--- src/rtl/seq_detect_rr_sched.sv ---
// seq_detect_rr_sched: round-robin shared 1011 detector with
// per-channel saved state and saturating match counters.
//
// Ports:
//   clk, reset       clock, synchronous active-high reset
//   ch_valid/ch_bit  per-channel serial bit offer
//   ch_ready         one-hot grant (bit consumed on valid&ready)
//   ch_clear         per-channel clear of state and counter
//   match_valid/_ch  one-cycle match pulse with channel tag
//   cnt_sel/cnt_data combinational counter read port
module seq_detect_rr_sched #(
    parameter int N_CH  = 4,
    parameter int CNT_W = 8
) (
    input  logic                    clk,
    input  logic                    reset,
    input  logic [N_CH-1:0]         ch_valid,
    input  logic [N_CH-1:0]         ch_bit,
    output logic [N_CH-1:0]         ch_ready,
    input  logic [N_CH-1:0]         ch_clear,
    output logic                    match_valid,
    output logic [$clog2(N_CH)-1:0] match_ch,
    input  logic [$clog2(N_CH)-1:0] cnt_sel,
    output logic [CNT_W-1:0]        cnt_data
);

    localparam int IW = $clog2(N_CH);
    localparam logic [CNT_W-1:0] CNT_MAX = '1;

    typedef enum logic [2:0] {
        IDLE,
        S1,
        S10,
        S101,
        S1011
    } state_t;

    state_t           state_q [N_CH];
    state_t           state_d [N_CH];
    logic [CNT_W-1:0] cnt_q   [N_CH];
    logic [CNT_W-1:0] cnt_d   [N_CH];
    logic [IW-1:0]    ptr_q;
    logic [IW-1:0]    ptr_d;
    logic             match_valid_q;
    logic             match_valid_d;
    logic [IW-1:0]    match_ch_q;
    logic [IW-1:0]    match_ch_d;

    logic             grant_found;
    logic [IW-1:0]    grant_idx;
    logic [IW-1:0]    scan_idx;

    function automatic state_t next_state(
        input state_t s,
        input logic   b
    );
        state_t n;
        n = IDLE;
        case (s)
            IDLE:    n = b ? S1    : IDLE;
            S1:      n = b ? S1    : S10;
            S10:     n = b ? S101  : IDLE;
            S101:    n = b ? S1011 : S10;
            S1011:   n = b ? S1    : S10;
            default: n = IDLE;
        endcase
        return n;
    endfunction

    // Scan from ptr upward with wrap; first valid channel wins.
    always_comb begin
        ch_ready    = '0;
        grant_found = 1'b0;
        grant_idx   = '0;
        scan_idx    = '0;
        for (int k = 0; k < N_CH; k++) begin
            scan_idx = IW'((int'(ptr_q) + k) % N_CH);
            if (!grant_found && ch_valid[scan_idx]) begin
                grant_found        = 1'b1;
                grant_idx          = scan_idx;
                ch_ready[scan_idx] = 1'b1;
            end
        end
    end

    always_comb begin
        ptr_d = ptr_q;
        if (grant_found) begin
            if (grant_idx == IW'(N_CH - 1)) begin
                ptr_d = '0;
            end else begin
                ptr_d = grant_idx + IW'(1);
            end
        end
    end

    // Clear beats a simultaneous transfer: the bit is dropped.
    always_comb begin
        state_d       = state_q;
        cnt_d         = cnt_q;
        match_valid_d = 1'b0;
        match_ch_d    = match_ch_q;
        for (int i = 0; i < N_CH; i++) begin
            if (ch_clear[i]) begin
                state_d[i] = IDLE;
                cnt_d[i]   = '0;
            end else if (ch_ready[i]) begin
                state_d[i] = next_state(state_q[i], ch_bit[i]);
                if (state_d[i] == S1011) begin
                    match_valid_d = 1'b1;
                    match_ch_d    = IW'(i);
                    if (cnt_q[i] != CNT_MAX) begin
                        cnt_d[i] = cnt_q[i] + CNT_W'(1);
                    end
                end
            end
        end
    end

    // Select loop also yields 0 for out-of-range cnt_sel.
    always_comb begin
        cnt_data = '0;
        for (int i = 0; i < N_CH; i++) begin
            if (cnt_sel == IW'(i)) begin
                cnt_data = cnt_q[i];
            end
        end
    end

    always_ff @(posedge clk) begin
        if (reset) begin
            for (int i = 0; i < N_CH; i++) begin
                state_q[i] <= IDLE;
                cnt_q[i]   <= '0;
            end
            ptr_q         <= '0;
            match_valid_q <= 1'b0;
            match_ch_q    <= '0;
        end else begin
            state_q       <= state_d;
            cnt_q         <= cnt_d;
            ptr_q         <= ptr_d;
            match_valid_q <= match_valid_d;
            match_ch_q    <= match_ch_d;
        end
    end

    assign match_valid = match_valid_q;
    assign match_ch    = match_ch_q;

endmodule

--- config.mk ---
export PLATFORM = sky130hd
export DESIGN_NAME = seq_detect_rr_sched
export DESIGN_NICKNAME = d
export VERILOG_FILES = /design/src/rtl/seq_detect_rr_sched.sv
export SDC_FILE = /design/constraint.sdc
export NUM_CORES = 1
export LEC_CHECK = 0
export ABC_AREA = 1
export CAP_MARGIN = 20
export CORE_ASPECT_RATIO = 1.2
export CORE_MARGIN = 2
export CORE_UTILIZATION = 35
export DETAILED_ROUTE_END_ITERATION = 16
export HOLD_SLACK_MARGIN = 0.06
export PLACE_DENSITY = 0.58
export SKIP_CTS_REPAIR_TIMING = 1
export SYNTH_ARGS = -nofsm -noshare
export SYNTH_HDL_FRONTEND = slang
export SYNTH_SLANG_ARGS = --single-unit
--- constraint.sdc ---
create_clock -name clk -period 5.5 [get_ports clk]
set_input_delay 0.825 -clock clk [delete_from_list [all_inputs] [get_ports clk]]
set_output_delay 0.825 -clock clk [all_outputs]
set_load 0.02 [all_outputs]
Yosys cells after proc, flatten, opt, wreduce, memory -nomap -nowiden
Index checks and enable logic that the tools add are counted.
Storage, ports and cells
  output and inout bits: 15
  input bits: 16
  register bits after elaboration: 49
Cells by class
  reductions and logical operators: 27
  magnitude comparators: 8
  eq/ne operators: 28
  mux-type cells: 85
  bitwise logic cells: 3
  $add $sub $neg: 8
Operator list (number)
  $mux 2: 25
  $pmux 3 s4: 4
  $mux 3: 12
  $add 8x1->8 const B: 4
  $mux 8: 4
  $ne 8x8->1 const B: 4
  $mux 1: 28
  $eq 3x2->1 const B: 8
  $eq 3x3->1 const B: 8
  $mux 4: 4
  $reduce_or 2->1: 8
  $eq 3x1->1 const B: 4
  $logic_not 3->1: 4
  $lt 2x3->1 const B: 4
  $or 4x4->4: 3
  $reduce_and 3->1: 4
  $bmux 1 s2: 4
  $demux 1 s2: 4
  $ge 2x1->1 const B: 4
  $logic_and 1x1->1: 7
  $eq 2x2->1 const B: 3
  $add 2x1->2 const B: 2
  $add 2x2->2 const B: 2
  $logic_not 1->1: 3
  other kinds (2): 2

Longest topological paths before layout
  depth in word-level cells: 27
  mapped depth: 15
  mapped depth without buffers: 15

Least setup slack after synthesis
Ideal clock, no wire load.
  kind: register to output
  start point: register (tool-made name)
  end point: output ch_ready[1]
  setup slack: 2.947 ns
  stages on the path, launching flop included: 10
  required time: 4.675 ns
  data arrival time: 1.728 ns
  path buffers: 0
  path through: dfxtp_1 -> inv_2 -> ha_1 -> inv_1 -> nand3_1 -> nand2_1 -> nand3_1 -> nor2_2 -> nand2_1 -> nand3_4
RTL lines
  end: declaration: RTL line 19  | output logic [N_CH-1:0] ch_ready,

==> summary.md <==
| Metric | Value |
|---|---|
| Rows | `37` |
| Worst relative slew slack | `69.1%` |
| Dominant cell type by area after synthesis | `dfxtp_1` |
| Pwr Total | `1.17 mW` |
| Cell family with most CP delay | `buffers and inverters` |
| Final Slew Violations | `0` |
| Vias in the first global route | `2778` |
| 1st-iter DRT viols | `191` |
| Critical Path Start Type | `flip-flop` |
| Die area | `0.00976 mm^2` |
| Cell with the most instances after synthesis | `nand2_1` |
| Pre-antenna DRT Iters | `4` |
| RSZ-0062 raised after global routing | `false` |
| Clock slew at reported path FFs | `90 ps` |
| GRT overflow | `0` |
| Final cell count without fillers | `601` |
| Setup TNS | `0 ps` |
| Status | `completed` |
| Via/cell ratio | `4.98` |
| Syn_area_per_cell | `7.03 um^2` |
| Async S/R FF share, synth | `0%` |
| Initial antenna violation count | `0` |
| Synth warn | `0` |
| Final cycle utilization of the critical path | `70.4%` |
| I/O Buffers | `30` |
| Max Clock Skew | `14.0 ps` |
| Fin. Hold Viols | `0` |
| Post-DP HPWL | `5830 um` |
| Crit Path Max Fanout | `9` |
| Max-cap violations | `0` |
| Post-route setup slack | `1630 ps` |
| Pleak | `1.43 nW` |
| Sequential element share of the synthesized area | `31.2%` |
| CTS sink count | `49` |
| # DRC | `0` |
| Worst-Skew Late Latency | `310 ps` |
| Largest net degree at the start of global routing | `18` |
| Filler cell count | `907` |
| Fmax | `258 MHz` |
| Initial Util | `36.3%` |
| Worst-path cell chain | `inv_2, ha_1, inv_1, nand3_1, nand2_1, nand3_1, nor2_2, nand2_1, nand3_4, clkdlybuf4s50_1` |
| Drt wl/cell | `12.5 um` |
| TritonCTS clock tree | `yes` |
| Final antenna diode count | `0` |
| Setup WS pre-CTS | `1820 ps` |
| Synth Flop Type | `dfxtp_1` |
| PwrDens | `319 mW/mm^2` |
| Slew of the pin with the lowest slew margin | `462 ps` |
| Buffers plus inverters on the worst setup path | `3` |
| FF-to-FF path depth | `14` |
| Root Buffer | `clkbuf_8` |
| Fin util | `42.5%` |
| Mapped cell area | `0.00314 mm^2` |
| Area share of the largest cell type after synthesis | `31.2%` |
| First-pass GRT wire length | `12700 um` |
| All-Layer GR Usage | `15.8%` |
| R2R Path End | `cnt_q[14]` |
| Area Growth Syn to Fin | `17.1%` |
| Top post-synthesis cells by area | `dfxtp_1 31%, nand2_1 13%, nand3_1 8.4%, a21oi_1 7.6%, xor2_1 5.0%` |
| HP Start | `cnt_q[7]` |
| Post-synth EDFFs | `0` |
| Hold path cells | `2` |
| CP max stage delay | `620 ps` |
| R2R Setup Slk | `2810 ps` |
| Yosys reg bits | `49` |
| Design Area, Final | `0.00368 mm^2` |
| Worst Hold Class | `flip-flop to flip-flop` |
| IO Count | `31` |
| CTS Buffer Depth | `2` |
| Syn nets | `472` |
| Crit Path Class | `flip-flop to output pin` |
| Post-synth cell types | `39` |
| Final ANT Viol Nets | `0` |
| Synth Instances | `447` |
| Placed Area | `0.00359 mm^2` |
| Vias | `2992` |
| Die W | `90.5 um` |
| Total Wirelength | `7510 um` |
| Hold_ws | `485 ps` |
| Dpl cells | `593` |
| CP endpoint kind | `output pin` |
| GPL Wtd Cong | `0.924` |
| Core area | `0.00866 mm^2` |
| Peak VDD IR | `0.000237 V` |
| Synth top cells by count | `111 x nand2_1, 53 x nand3_1, 49 x dfxtp_1, 48 x a21oi_1, 41 x inv_1` |
| Worst EP required | `4680 ps` |
| H-tree depth | `2` |
| Worst Hold Endpoint | `cnt_q[7]` |
| Final Critical Period | `3870 ps` |
| Nets | `508` |
| TritonCTS Buffers | `5` |
| CP max-delay cell | `clkdlybuf4s50_1` |
| Chip Height | `108 um` |
| Final Setup Violations | `0` |
| Worst EP arrival | `3050 ps` |
| Layout cells sized above 1 | `9.71%` |
per-layer routing:
metal  share of wire (%)  wire length (um)  global-route usage [%]  vias up
li1                    -                 -                       -     1585
met1                  47              3540                    20.3     1354
met2                  49              3660                    27.5       47
met3                 3.0               223                    2.45        6
met4                 1.0                77                    4.29        0
met5                   0                 0                       0        -
cell usage in the layout, fill, tap and decap left out, drive strengths merged, types with 4 or more instances in the layout:
| master | n |
|---|---|
| a21oi | 49 |
| a22oi | 4 |
| clkbuf | 5 |
| clkdlybuf4s50 | 30 |
| clkinv | 6 |
| dfxtp | 49 |
| ha | 9 |
| inv | 46 |
| nand2 | 128 |
| nand3 | 59 |
| nand3b | 6 |
| nand4 | 10 |
| nor2 | 28 |
| nor3 | 4 |
| o2111ai | 4 |
| o21ai | 13 |
| xor2 | 18 |
worst min-delay path, stage by stage, from the launching register on:
cell	delay, ps
dfxtp_1	330
nand2_1	60
a21oi_1	50
cells by family (layout without fill, tap and decap cells):
| family | count (synthesis) | in the layout | synth area share (%) |
|---|---|---|---|
| AND/OR/NAND/NOR | 238 | 238 | 38.2 |
| AO/OA/AOI/OAI | 79 | 79 | 14.6 |
| buffers and inverters | 51 | 88 | 6.49 |
| flip-flops | 49 | 49 | 31.2 |
| XOR/XNOR | 21 | 21 | 5.85 |
| adder cells (fa/ha/maj) | 9 | 9 | 3.58 |
state kept, by name, summed over array words and instances, names as in the netlist, named ones only:
name	cells
ptr_q	1
match_valid	1
state_q	12
match_ch	2
cnt_q	32
power breakdown:
group | switching, mW | total [mW] | internal (mW)
clock network | 0.133 | 0.225 | 0.0921
registers | 0.0258 | 0.399 | 0.373
logic | 0.357 | 0.549 | 0.192
how the worst max path moves through the flow:
stage,from,end,slack [ps],cells past startpoint
after floorplan,flip-flop,ch_ready[1],2950,9
after global placement,ch_valid[3],ch_ready[1],1850,10
after detailed placement,ch_valid[3],ch_ready[1],1820,11
after CTS,flip-flop,ch_ready[1],1620,10
after global routing,flip-flop,ch_ready[3],1380,10
final,flip-flop,ch_ready[1],1630,10
layout make-up:
class | count | area [um^2] | area share, %
repair buffers | 30 | 300 | 8.16
well taps | 117 | 146 | 3.98
clock inverters | 3 | 25.0 | 0.680
flip-flops and latches | 49 | 981 | 26.6
clock buffers | 5 | 68.8 | 1.87
multi-input cells | 347 | 1960 | 53.2
inverters | 50 | 200 | 5.44
No activity file was read; power rests on OpenSTA's default activity.
